### src/rtl/comparador_serial.sv
// rtl/comparador_serial.sv - bit-serial MSB-first magnitude comparator with blinking relation LEDs
//
// Ports:
//   clk, rst_n                 clock, synchronous active-low reset
//   start                      compare request, sampled only while idle
//   a, b                       switch words (raw polarity)
//   busy, done, valid          handshake: busy in SHIFT/DONE, done pulse in DONE, result held
//   lt, eq, gt                 registered relation of captured words
//   lt_bits, eq_bits, gt_bits  per-bit relation vectors of captured words
//   led_lt, led_eq, led_gt     blinking indicator for the final relation

module comparador_serial #(
    parameter int WIDTH      = 8,
    parameter bit ACTIVE_LOW = 1'b0,
    parameter int BLINK_HALF = 6_000_000
) (
    input  logic             clk,
    input  logic             rst_n,
    input  logic             start,
    input  logic [WIDTH-1:0] a,
    input  logic [WIDTH-1:0] b,
    output logic             busy,
    output logic             done,
    output logic             valid,
    output logic             lt,
    output logic             eq,
    output logic             gt,
    output logic [WIDTH-1:0] lt_bits,
    output logic [WIDTH-1:0] eq_bits,
    output logic [WIDTH-1:0] gt_bits,
    output logic             led_lt,
    output logic             led_eq,
    output logic             led_gt
);

    localparam int IW = $clog2(WIDTH);
    localparam int CW = (BLINK_HALF > 1) ? $clog2(BLINK_HALF) : 1;
    localparam logic [CW-1:0] CNT_LAST = CW'(BLINK_HALF - 1);
    localparam logic [IW-1:0] IDX_TOP  = IW'(WIDTH - 1);

    typedef enum logic [1:0] {
        S_IDLE,
        S_SHIFT,
        S_DONE
    } state_t;

    state_t          state_q;
    state_t          state_d;
    logic [IW-1:0]   idx_q;
    logic [WIDTH-1:0] a_q;
    logic [WIDTH-1:0] b_q;
    logic [CW-1:0]   cnt_q;
    logic            phase_q;

    logic [WIDTH-1:0] cap_a;
    logic [WIDTH-1:0] cap_b;
    logic            bit_a;
    logic            bit_b;
    logic            bit_diff;

    assign cap_a    = ACTIVE_LOW ? ~a : a;
    assign cap_b    = ACTIVE_LOW ? ~b : b;
    assign bit_a    = a_q[idx_q];
    assign bit_b    = b_q[idx_q];
    assign bit_diff = bit_a ^ bit_b;

    assign busy = (state_q != S_IDLE);
    assign done = (state_q == S_DONE);

    always_comb begin
        state_d = state_q;
        case (state_q)
            S_IDLE:  if (start) state_d = S_SHIFT;
            S_SHIFT: if (bit_diff || (idx_q == '0)) state_d = S_DONE;
            S_DONE:  state_d = S_IDLE;
            default: state_d = S_IDLE;
        endcase
    end

    always_ff @(posedge clk) begin
        if (!rst_n) begin
            state_q <= S_IDLE;
            idx_q   <= '0;
            a_q     <= '0;
            b_q     <= '0;
            valid   <= 1'b0;
            lt      <= 1'b0;
            eq      <= 1'b0;
            gt      <= 1'b0;
            lt_bits <= '0;
            eq_bits <= '0;
            gt_bits <= '0;
        end else begin
            state_q <= state_d;
            case (state_q)
                S_IDLE: begin
                    if (start) begin
                        a_q     <= cap_a;
                        b_q     <= cap_b;
                        lt_bits <= ~cap_a & cap_b;
                        eq_bits <= ~(cap_a ^ cap_b);
                        gt_bits <= cap_a & ~cap_b;
                        idx_q   <= IDX_TOP;
                        valid   <= 1'b0;
                        lt      <= 1'b0;
                        eq      <= 1'b0;
                        gt      <= 1'b0;
                    end
                end
                S_SHIFT: begin
                    // First differing bit from the MSB decides the relation.
                    if (bit_diff) begin
                        gt <= bit_a;
                        lt <= bit_b;
                        eq <= 1'b0;
                    end else if (idx_q == '0) begin
                        eq <= 1'b1;
                    end else begin
                        idx_q <= idx_q - 1'b1;
                    end
                end
                S_DONE: valid <= 1'b1;
                default: ;
            endcase
        end
    end

    // Blink timebase: restarted in DONE so every result starts with a full ON half-period.
    always_ff @(posedge clk) begin
        if (!rst_n) begin
            cnt_q   <= '0;
            phase_q <= 1'b0;
        end else if (state_q == S_DONE) begin
            cnt_q   <= '0;
            phase_q <= 1'b1;
        end else if (valid) begin
            if (cnt_q == CNT_LAST) begin
                cnt_q   <= '0;
                phase_q <= ~phase_q;
            end else begin
                cnt_q <= cnt_q + 1'b1;
            end
        end
    end

    logic on_lt;
    logic on_eq;
    logic on_gt;

    assign on_lt  = valid & lt & phase_q;
    assign on_eq  = valid & eq & phase_q;
    assign on_gt  = valid & gt & phase_q;
    assign led_lt = ACTIVE_LOW ? ~on_lt : on_lt;
    assign led_eq = ACTIVE_LOW ? ~on_eq : on_eq;
    assign led_gt = ACTIVE_LOW ? ~on_gt : on_gt;

endmodule
### config.mk
export PLATFORM = sky130hd
export DESIGN_NAME = comparador_serial
export DESIGN_NICKNAME = d
export VERILOG_FILES = /design/src/rtl/comparador_serial.sv
export SDC_FILE = /design/constraint.sdc
export NUM_CORES = 1
export LEC_CHECK = 0
export ABC_AREA = 0
export CELL_PAD_IN_SITES_DETAIL_PLACEMENT = 1
export CELL_PAD_IN_SITES_GLOBAL_PLACEMENT = 1
export CORE_ASPECT_RATIO = 1.1
export CORE_MARGIN = 4
export CORE_UTILIZATION = 36
export CTS_CLUSTER_SIZE = 24
export DETAILED_ROUTE_END_ITERATION = 16
export PLACE_DENSITY_LB_ADDON = 0.1
export SYNTH_ARGS = -nofsm -noshare
export SYNTH_HDL_FRONTEND = slang
export SYNTH_SLANG_ARGS = --single-unit
export TNS_END_PERCENT = 1
### constraint.sdc
create_clock -name clk -period 2.1 [get_ports clk]
set_clock_uncertainty 0.2 [all_clocks]
set_input_delay 0.42 -clock clk [delete_from_list [all_inputs] [get_ports clk]]
set_output_delay 0.42 -clock clk [all_outputs]
set_load 0.05 [all_outputs]
* Word level (Yosys, flattened, before mapping)
Index checks and enable logic that the tools add are counted.
Word-level totals: register bits 73, input port bits 19
Operators by class: add/sub/neg operators 2, $lt $le $gt $ge 1, equality and inequality tests 9, mux-type cells 24, bitwise logic cells 15, reductions and logical operators 16
Operators by type and width (count):
- inverter 8 bit | 3
- adder 23 x 1 -> 23 bit (second input constant) | 1
- == test 23 bit (second input constant) | 1
- two-way mux 23 bit | 1
- bitwise AND 8 bit | 2
- two-way mux 1 bit | 10
- != test 2 bit (second input constant) | 5
- nonzero test 2 bit | 5
- two-way mux 3 bit | 3
- one-hot mux 1 bit (2 select lines) | 4
- AND reduction 2 bit | 4
- bitwise XOR 8 bit | 1
- bitwise AND 1 bit | 6
- binary-select mux 1 bit (select 3 bit) | 2
- one-hot mux 3 bit (2 select lines) | 1
- AND reduction 3 bit | 2
- < comparator 3 x 4 -> 1 bit (second input constant) | 1
- two-way mux 2 bit | 2
- one-hot mux 2 bit (2 select lines) | 1
- AND reduction 4 bit | 1
- zero test 3 bit | 1
- != test 3 bit (second input constant) | 1
- subtractor 3 x 1 -> 3 bit (second input constant) | 1
- == test 2 x 1 -> 1 bit (second input constant) | 1
- 6 further kinds | 7

* Logic depth before layout (Yosys ltp)
Gate-level depths: netlist (run 1).
word-level depth 6, gate-level depth with buffers 7, depth with buffers taken out 6

* Least setup slack after synthesis (run 1)
No wires, ideal clock.
path type register to register, start point reg valid, end point reg cnt_q[8], library setup time 0.115 ns, data arrival time 2.329 ns, required time 1.785 ns, path slack -0.543 ns, cell stages (with the launch flop) 8, path buffers 2, clock period less this slack 2.643 ns, cell sequence dfxtp_1 buf_4 nand3_2 or4_1 or4_4 nand3_2 buf_4 nor2_1
RTL lines:
- start: declaration | line 24 | output logic valid,
- start signal: assignment | line 86 | valid <= 1'b0;
- start signal: assignment | line 104 | valid <= 1'b0;
- start signal: assignment | line 122 | S_DONE: valid <= 1'b1;
- end signal: assignment | line 141 | cnt_q <= cnt_q + 1'b1;
- end: declaration | line 52 | logic [CW-1:0] cnt_q;

* Final worst setup path (run 1)
start point reg cnt_q[0], end point reg phase_q
On the way: longest elaborated chain between the ends 3
Ends and longest elaborated chain:
- == test 23 bit | line 137 | if (cnt_q == CNT_LAST) begin
- nonzero test 2 bit (no source line)
- AND reduction 2 bit (no source line)
- end signal: assignment | line 139 | phase_q <= ~phase_q;
- end: declaration | line 53 | logic phase_q;
No other way between the ends. A chain may end at the register's enable or synchronous reset.

==> results.json, run 1 <==
{
  "p_per_area_nw_per_um2": 743,
  "r2r_slack_ps": -80,
  "synth.net_count": 428,
  "drc": 0,
  "htree_num_levels": 3,
  "crit_buf_inv": 0,
  "worstMarginPinSlew_ps": 496,
  "drtAntennaViolNets": 0,
  "arrival_ps": 2200,
  "place_ws_ps": -122,
  "cts_buffers": 9,
  "grt_pass1_vias": 2983,
  "netlist_area_sq_um": 3280,
  "status": "finished, violations left",
  "synth_edf_count": 0,
  "critical_path.max_stage_delay_ps": 590,
  "violations": "negative setup slack",
  "yosys-top-cells-count": "nand2_1 (92), dfxtp_1 (73), a21oi_1 (43)",
  "ir_drop_mv": 0.326,
  "slew_headroom_pct": 66.6,
  "synth_top_area_share_pct": 44.6,
  "min_path_cells": 2,
  "fp.dieH_um": 108,
  "grt_pass1_wl_mm": 14.8,
  "worst_slack_ps": -77.3,
  "clkSinkCount": 73,
  "placed_area_sq_um": 4160,
  "synth_most_common_cell": "nand2_1",
  "ys.warnings.count": 0,
  "die_w_um": 99.0,
  "hold_start": "a_q[2]$_SDFFE_PN0P_",
  "finalSetupViolations": 23,
  "start_kind": "flop",
  "reg2reg_to": "phase_q$_SDFFE_PN0P_",
  "via_per_inst": 4.88,
  "clk_pin_slew_ps": 80,
  "synthCells": 390,
  "antenna_found_initial": 0,
  "dpl.hpwl_mm": 6.29,
  "gp_congestion": 0.783,
  "drive_gt1_share_pct": 22.7,
  "wl_per_cell_um": 15.2,
  "cp_top_family": "simple AND/OR/NAND/NOR gates",
  "die_area_sq_um": 10700,
  "p_leak_nw": 1.80,
  "path_cells": "ha_4 > nand3_4 > or4_4 > or4_4 > xor2_2 > a21oi_2",
  "coreArea_sq_um": 8870,
  "min_to": "a_q[2]$_SDFFE_PN0P_",
  "grt-ovfl-total": 0,
  "synth_flop_cell": "dfxtp_1",
  "vias": 2874,
  "root_buffer": "clkbuf_8",
  "worstPathRequired_ps": 2130,
  "io_pins": 52,
  "yosys.area.top_type": "dfxtp_1",
  "nets": 508,
  "cap_violations": 0,
  "whs_ps": 255,
  "start_util_pct": 36.9,
  "syn_to_final_growth_pct": 35.0,
  "ys_types": 37,
  "slew_violations": 0,
  "crit_type": "flop to flop",
  "holdCritPathClass": "flop to flop",
  "finalHoldViolCount": 0,
  "num_rows": 36,
  "min_period_ps": 2180,
  "critPathSlowestCell": "or4_4",
  "clk_latency_ps": 340,
  "cts_tree": "yes",
  "yosysSeqAreaShare_pct": 44.6,
  "r2r.worst_path.cells": 6,
  "wirelength_mm": 8.95,
  "grt_max_degree": 44,
  "dr.pass1.iters": 4,
  "grt.total_usage_pct": 17.4,
  "finalCritPeriodShare_pct": 104,
  "rsz0062_at_grt": "yes",
  "synth.area.top_cells": "dfxtp_1 (45%), nand2_1 (11%), ha_1 (7.3%)",
  "fmax_mhz": 459,
  "critPathMaxFanout": 3,
  "synth_seq_cells": 73,
  "clk_path_buf_depth": 2,
  "drt_iter0_drc": 62,
  "final_area_sq_um": 4420,
  "diodes": 0,
  "portBuffers": 51,
  "crit_top_cell": "or4_4",
  "syn_avg_cell_area_sq_um": 8.40,
  "timing.rr.start": "cnt_q[0]$_SDFFE_PP0P_",
  "cp-end-kind": "flop",
  "ys_async_sr_fraction_pct": 0,
  "final_util_pct": 49.8
}
## routing by layer
metal	track usage, %	wire length (um)
met1	21.1	3970
met2	30.1	4430
met3	4.45	373
met4	5.76	185
met5	0	0
## where the power goes
group          switching (mW)  total, mW  internal (mW)
sequential             0.0651       1.52           1.46
combinational           0.415      0.688          0.273
clock                   0.529       1.07          0.545
total                    1.01       3.29           2.28
## logic make-up after synthesis
logic type | after synthesis | synth area share (%)
simple gates | 166 | 22.7
flops | 73 | 44.6
compound gates | 55 | 9.55
buf+inv | 46 | 5.77
xor+xnor | 24 | 6.42
fa+ha+maj | 19 | 7.26
mux | 7 | 3.67
## layout make-up
type                    instances  area, sq um
repair buffers                 88          795
well taps                     114          143
flip-flops and latches         73         1480
clock buffers                  12          135
inverters                      26         97.6
clock inverters                 4         45.0
fillers                      1051         4450
multi-input cells             272         1730
## tightest hold or removal path, stage by stage (launching register included)
cell and delay, ps:
dfxtp_1 310, nand2_1 50, a21oi_1 50
## through the flow
stage | power [mW] | cells | TNS [ps]
floorplan | 1.98 | 390 | -104
global placement | 2.21 | 571 | -1360
detailed placement | 2.22 | 571 | -2300
CTS | 3.31 | 588 | -784
global route | 3.47 | 589 | -2640
finish | 3.29 | 589 | -927
## worst max-delay path by stage
| stage | endpoint | from | slack [ps] | cells past startpoint |
|---|---|---|---|---|
| 6_report | phase_q$_SDFFE_PN0P_ | cnt_q[0]$_SDFFE_PP0P_ | -80 | 6 |
| 3_5_place_dp | cnt_q[4]$_SDFFE_PP0P_ | cnt_q[14]$_SDFFE_PP0P_ | -120 | 4 |
| 3_3_place_gp | cnt_q[15]$_SDFFE_PP0P_ | cnt_q[14]$_SDFFE_PP0P_ | -60 | 4 |
| 4_1_cts | phase_q$_SDFFE_PN0P_ | cnt_q[14]$_SDFFE_PP0P_ | -70 | 4 |
| 2_1_floorplan | cnt_q[22]$_SDFFE_PP0P_ | valid$_SDFFE_PN0P_ | -5 | 7 |
| 5_1_grt | phase_q$_SDFFE_PN0P_ | cnt_q[0]$_SDFFE_PP0P_ | -140 | 6 |
## layout by cell type (no fill, tap or decap), types with 2 or more instances in the layout
cell / instances
clkdlybuf4s50_1: 18
clkinv_2: 3
o21ai_0: 2
dfxtp_1: 66
xor2_1: 8
a21oi_1: 42
mux4_2: 4
clkbuf_1: 3
dfxtp_2: 5
o22ai_1: 2
inv_1: 25
or3_1: 4
xnor2_1: 14
and3_1: 4
o2111a_1: 2
buf_12: 7
nor3_1: 6
dfxtp_4: 2
nor2_1: 31
nand3_4: 3
nor2b_1: 2
a311oi_1: 2
a211oi_1: 2
clkbuf_8: 9
ha_1: 18
buf_4: 62
nor4_1: 5
or4_4: 2
mux2i_4: 2
nand4_1: 6
nand3_1: 4
or4_1: 2
nand2_1: 92
## registers in the layout (all words and copies together), names as in the netlist
signal   cells
cnt_q       23
a_q          8
b_q          8
eq_bits      8
gt_bits      8
lt_bits      8
idx_q        3
state_q      2
eq           1
gt           1
lt           1
phase_q      1
valid        1
## what timing repair did
action                                  4_1_cts  5_1_grt
pin swaps                                     3       17
gates resized for setup                       4       13
hold buffers                                  0        0
buffers inserted                              0        1
cloned                                        1        0
endpoints found under the setup margin       28       28
Power figures use the tool's default switching activity.
==> run 2: changes to the inputs <==
==> constraint.sdc (replaced) <==
create_clock -name clk -period 1.8 [get_ports clk]
set_clock_uncertainty 0.2 [all_clocks]
set_input_delay 0.36 -clock clk [delete_from_list [all_inputs] [get_ports clk]]
set_output_delay 0.36 -clock clk [all_outputs]
set_load 0.05 [all_outputs]
==> results.json, run 2 (synthesis gave the netlist of run 1 again) <==
{
  "largest_register": "cnt_q",
  "start_kind": "flop",
  "worstPathRequired_ps": 1830,
  "finalHoldViolCount": 0,
  "drc": 0,
  "antenna_found_initial": 0,
  "worst_slack_ps": -353,
  "drive_gt1_share_pct": 25.9,
  "critPathMaxFanout": 11,
  "worstMarginPinSlew_ps": 430,
  "dpl.hpwl_mm": 6.79,
  "drtAntennaViolNets": 0,
  "fp.dieH_um": 108,
  "whs_ps": 259,
  "final_util_pct": 55.3,
  "grt.total_usage_pct": 18.0,
  "fmax_mhz": 464,
  "syn_to_final_growth_pct": 49.9,
  "crit_type": "flop to flop",
  "critical_path.max_stage_delay_ps": 490,
  "mostFrequentLayoutCells": "nand2_1 (92), dfxtp_1 (71), buf_4 (54)",
  "cts_buffers": 9,
  "final.setup.tns_ps": -9270,
  "via_per_inst": 4.94,
  "root_buffer": "clkbuf_8",
  "nets": 527,
  "fill_cells": 1024,
  "clkSinkCount": 73,
  "p_leak_nw": 1.97,
  "drt_iter0_drc": 54,
  "portBuffers": 51,
  "status": "finished, violations left",
  "rsz0062_at_grt": "yes",
  "ir_drop_mv": 0.434,
  "path_cells": "ha_1 > nand3_2 > or4_4 > or4_4 > nand3_4 > nor2_1",
  "cap_violations": 0,
  "dr.pass1.iters": 4,
  "min_period_ps": 2150,
  "wirelength_mm": 9.11,
  "r2r.worst_path.cells": 6,
  "final_common_cell": "nand2_1",
  "clk_latency_ps": 350,
  "largest_reg_flops": 23,
  "min_path_cells": 2,
  "die_area_sq_um": 10700,
  "start_util_pct": 36.9,
  "critPathSlowestCell": "or4_4",
  "io_pins": 52,
  "wl_per_cell_um": 15.0,
  "diodes": 0,
  "grt_pass1_vias": 3211,
  "violations": "negative setup slack",
  "vias": 3002,
  "finalSetupViolations": 32,
  "htree_num_levels": 3,
  "num_rows": 36,
  "clk_pin_slew_ps": 80,
  "gp_congestion": 0.785,
  "arrival_ps": 2190,
  "grt-ovfl-total": 0,
  "crit_top_cell": "or4_4",
  "finalCritPeriodShare_pct": 120,
  "cp-end-kind": "flop",
  "holdCritPathClass": "flop to flop",
  "cts.hold.buffers_added": 0,
  "coreArea_sq_um": 8870,
  "grt_max_degree": 43,
  "slew_violations": 0,
  "cts_tree": "yes",
  "clk_path_buf_depth": 2,
  "slew_headroom_pct": 71.0,
  "p_per_area_nw_per_um2": 857,
  "grt_pass1_wl_mm": 15.4,
  "die_w_um": 99.0
}
run 2: area by class of cell:
cell class | instances | area [sq um] | area share, %
Sequential cell | 73 | 1470 | 29.9
Inverter | 26 | 97.6 | 1.99
Multi-Input combinational cell | 273 | 1720 | 35.1
Clock buffer | 11 | 151 | 3.08
Tap cell | 114 | 143 | 2.90
Timing Repair Buffer | 106 | 1250 | 25.4
Clock inverter | 5 | 77.6 | 1.58
run 2: routing by layer:
metal	GRT usage [%]	vias to the layer above	wire (um)
met5	0	-	0
met4	5.07	0	114
met2	33.0	46	4830
li1	-	1492	-
met1	21.1	1453	3880
met3	3.94	11	293
run 2: worst paths after layout:
path | from | slack, ps | endpoint
worst min register to register | a_q[0]$_SDFFE_PN0P_ | 260 | a_q[0]$_SDFFE_PN0P_
worst max register to register | cnt_q[1]$_SDFFE_PP0P_ | -350 | cnt_q[8]$_SDFFE_PP0P_
worst min-delay path | a_q[0]$_SDFFE_PN0P_ | 260 | a_q[0]$_SDFFE_PN0P_
worst max-delay path | cnt_q[1]$_SDFFE_PP0P_ | -350 | cnt_q[8]$_SDFFE_PP0P_
run 2: what timing repair did:
| action | CTS | global route |
|---|---|---|
| endpoints found under the setup margin | 35 | 34 |
| pin swaps | 3 | 0 |
| gates resized for setup | 10 | 2 |
| setup buffers | 0 | 0 |
| gates cloned | 2 | 0 |
run 2: metrics by stage:
step | instances | worst slack [ps] | instance area, sq um | total power, mW
6_report | 608 | -353 | 4910 | 4.21
5_1_grt | 608 | -470 | 4910 | 4.40
4_1_cts | 608 | -339 | 4900 | 4.26
3_5_place_dp | 590 | -479 | 4610 | 2.75
3_3_place_gp | 590 | -401 | 4610 | 2.73
2_1_floorplan | 390 | -301 | 3330 | 2.31
run 2: power by group:
group | internal [mW] | leakage (nW) | switching (mW)
Combinational | 0.436 | 1.26 | 0.500
Sequential | 1.70 | 0.596 | 0.0904
Clock | 0.852 | 0.115 | 0.628
run 2: worst max-delay path, delay by kind of cell (launching register included):
family,cells,cell delay [ps]
AND/OR/NAND/NOR,5,1310
flip-flops,1,340
adder cells (fa/ha/maj),1,180
==> run 3: changes to the inputs <==
--- a/config.mk
+++ b/config.mk
@@ -8,7 +8,7 @@
 export ABC_AREA = 0
 export CELL_PAD_IN_SITES_DETAIL_PLACEMENT = 1
 export CELL_PAD_IN_SITES_GLOBAL_PLACEMENT = 1
-export CORE_ASPECT_RATIO = 1.1
+export CORE_ASPECT_RATIO = 1.2
 export CORE_MARGIN = 4
 export CORE_UTILIZATION = 36
 export CTS_CLUSTER_SIZE = 24
==> constraint.sdc (replaced) <==
create_clock -name clk -period 1.8 [get_ports clk]
set_clock_uncertainty 0.2 [all_clocks]
set_input_delay 0.36 -clock clk [delete_from_list [all_inputs] [get_ports clk]]
set_output_delay 0.36 -clock clk [all_outputs]
set_load 0.005 [all_outputs]
==> results.json, run 3 (synthesis gave the netlist of run 1 again) <==
{
  "status": "finished, violations left",
  "violations": "negative setup slack",
  "grt_pass1_wl_mm": 14.9,
  "nets": 519,
  "start_util_pct": 37.6,
  "via_per_inst": 4.81,
  "dpl.hpwl_mm": 6.41,
  "finalSetupViolations": 31,
  "met1_usage_pct": 19.1,
  "crit_top_cell": "or4_4",
  "worst_slack_ps": -326,
  "die_w_um": 95.1,
  "p_leak_nw": 1.99,
  "drt_iter0_drc": 87,
  "wl_per_cell_um": 14.5,
  "path_cells": "ha_4 > nand3_4 > or4_4 > or4_4 > xor2_2 > a21oi_1",
  "clk_path_buf_depth": 2,
  "min_period_ps": 2130,
  "min_to": "b_q[6]$_SDFFE_PN0P_",
  "worstMarginPinSlew_ps": 363,
  "critPathMaxFanout": 4,
  "crit_buf_inv": 0,
  "critical_path.max_stage_delay_ps": 490,
  "holdCritPathClass": "flop to flop",
  "drtAntennaViolNets": 0,
  "worst-path-stages": 6,
  "clkSinkCount": 73,
  "largest_register": "cnt_q",
  "ff_latch_area_sq_um": 1500,
  "num_rows": 37,
  "grt_use_met2_pct": 32.9,
  "fmax_mhz": 470,
  "multi_input_area_sq_um": 1730,
  "slew_headroom_pct": 75.7,
  "cp-end-kind": "flop",
  "finalPower_mw": 3.82,
  "clk_pin_slew_ps": 80,
  "min_path_cells": 2,
  "die_area_sq_um": 10700,
  "critPathSlowestCell": "or4_4",
  "grt.busiest_layer": "met2",
  "final_common_cell": "nand2_1",
  "finalCritPeriodShare_pct": 118,
  "whs_ps": 256,
  "syn_to_final_growth_pct": 40.8,
  "io_pins": 52,
  "timing.rr.start": "cnt_q[1]$_SDFFE_PP0P_",
  "largest_reg_flops": 23,
  "fill_cells": 1056,
  "coreArea_sq_um": 8700,
  "grt_max_degree": 43,
  "drc": 0,
  "slew_violations": 0,
  "worstPathRequired_ps": 1860,
  "ir_drop_mv": 0.476,
  "gp_congestion": 0.784,
  "htree_num_levels": 3,
  "start_kind": "flop",
  "drive_gt1_share_pct": 23.3,
  "rsz0062_at_grt": "yes",
  "antenna_found_initial": 0,
  "crit_type": "flop to flop",
  "cap_violations": 0,
  "wirelength_mm": 8.72,
  "root_buffer": "clkbuf_8",
  "grt-ovfl-total": 0,
  "use_met3_pct": 3.15,
  "hold_start": "b_q[6]$_SDFFE_PN0P_",
  "grt.total_usage_pct": 17.6,
  "cp_top_family": "simple AND/OR/NAND/NOR gates",
  "diodes": 0,
  "mostFrequentLayoutCells": "nand2_1 (92), dfxtp_1 (47), a21oi_1 (43), buf_4 (43), clkdlybuf4s50_1 (32)",
  "portBuffers": 51,
  "place_ws_ps": -413,
  "dr.pass1.iters": 4,
  "grt_pass1_vias": 3134,
  "arrival_ps": 2190,
  "finalHoldViolCount": 0,
  "vias": 2895,
  "p_per_area_nw_per_um2": 828,
  "clk_latency_ps": 340,
  "r2r_slack_ps": -330,
  "cts_tree": "yes",
  "cts.hold.buffers_added": 0,
  "r2r.worst_path.cells": 6,
  "reg2reg_to": "phase_q$_SDFFE_PN0P_",
  "cts_buffers": 9,
  "fp.dieH_um": 112
}
## run 3: cell types whose count changed in the layout (fill, tap and decap cells not counted), sizes merged
cell | before | now
dlymetal6s2s | 0 | 10
nand3 | 9 | 8
buf | 88 | 48
clkbuf | 11 | 13
dlygate4sd2 | 0 | 6
clkdlybuf4s50 | 18 | 32
## run 3: area by class of cell
type / instances / area share [%]
clock buffers: 10 / 2.77
inverters: 26 / 2.12
clock inverters: 5 / 1.76
multi-input cells: 272 / 37.5
repair buffers: 99 / 20.1
well taps: 117 / 3.18
flip-flops and latches: 73 / 32.6
## run 3: layer usage
metal  vias up  share of wire, %
li1       1473                 -
met1      1373                40
met2        36                56
met3        13               2.2
met4         0               1.8
met5         -                 0
## run 3: worst max path at each step
| stage | endpoint | from |
|---|---|---|
| after floorplan | cnt_q[8]$_SDFFE_PP0P_ | cnt_q[3]$_SDFFE_PP0P_ |
| after global placement | idx_q[0]$_SDFFE_PN0P_ | idx_q[0]$_SDFFE_PN0P_ |
| after detailed placement | idx_q[2]$_SDFFE_PN0P_ | idx_q[0]$_SDFFE_PN0P_ |
| after CTS | phase_q$_SDFFE_PN0P_ | cnt_q[1]$_SDFFE_PP0P_ |
| after global routing | phase_q$_SDFFE_PN0P_ | cnt_q[1]$_SDFFE_PP0P_ |
| final | phase_q$_SDFFE_PN0P_ | cnt_q[1]$_SDFFE_PP0P_ |
## run 3: what timing repair did
item,CTS,global route
pin swaps,5,1
cloned,1,0
endpoints found under the setup margin,45,52
buffers inserted,0,0
gates resized for setup,32,23
## run 3: where the power goes
| part | switching, mW | internal [mW] | total, mW |
|---|---|---|---|
| clock | 0.616 | 0.774 | 1.39 |
| sequential | 0.0771 | 1.71 | 1.78 |
| combinational | 0.322 | 0.325 | 0.647 |
## run 3: stage by stage
| step | instance area (sq um) | setup TNS, ps | instances | util [%] |
|---|---|---|---|---|
| CTS | 4590 | -8110 | 602 | 52.7 |
| finish | 4610 | -7660 | 602 | 53.0 |
| global route | 4610 | -9880 | 602 | 53.0 |
| floorplan | 3360 | -5330 | 390 | - |
| global placement | 4320 | -10390 | 586 | 49.6 |
| detailed placement | 4320 | -13360 | 586 | 49.6 |
## run 3: worst reg2reg max path: cells and delay by family (launching register included)
family	cells	cell delay, ps
DFF	1	360
adders and majority gates	1	150
AOI/OAI and AO/OA	1	160
xor gates and xnor gates	1	180
and+or+nand+nor	3	990
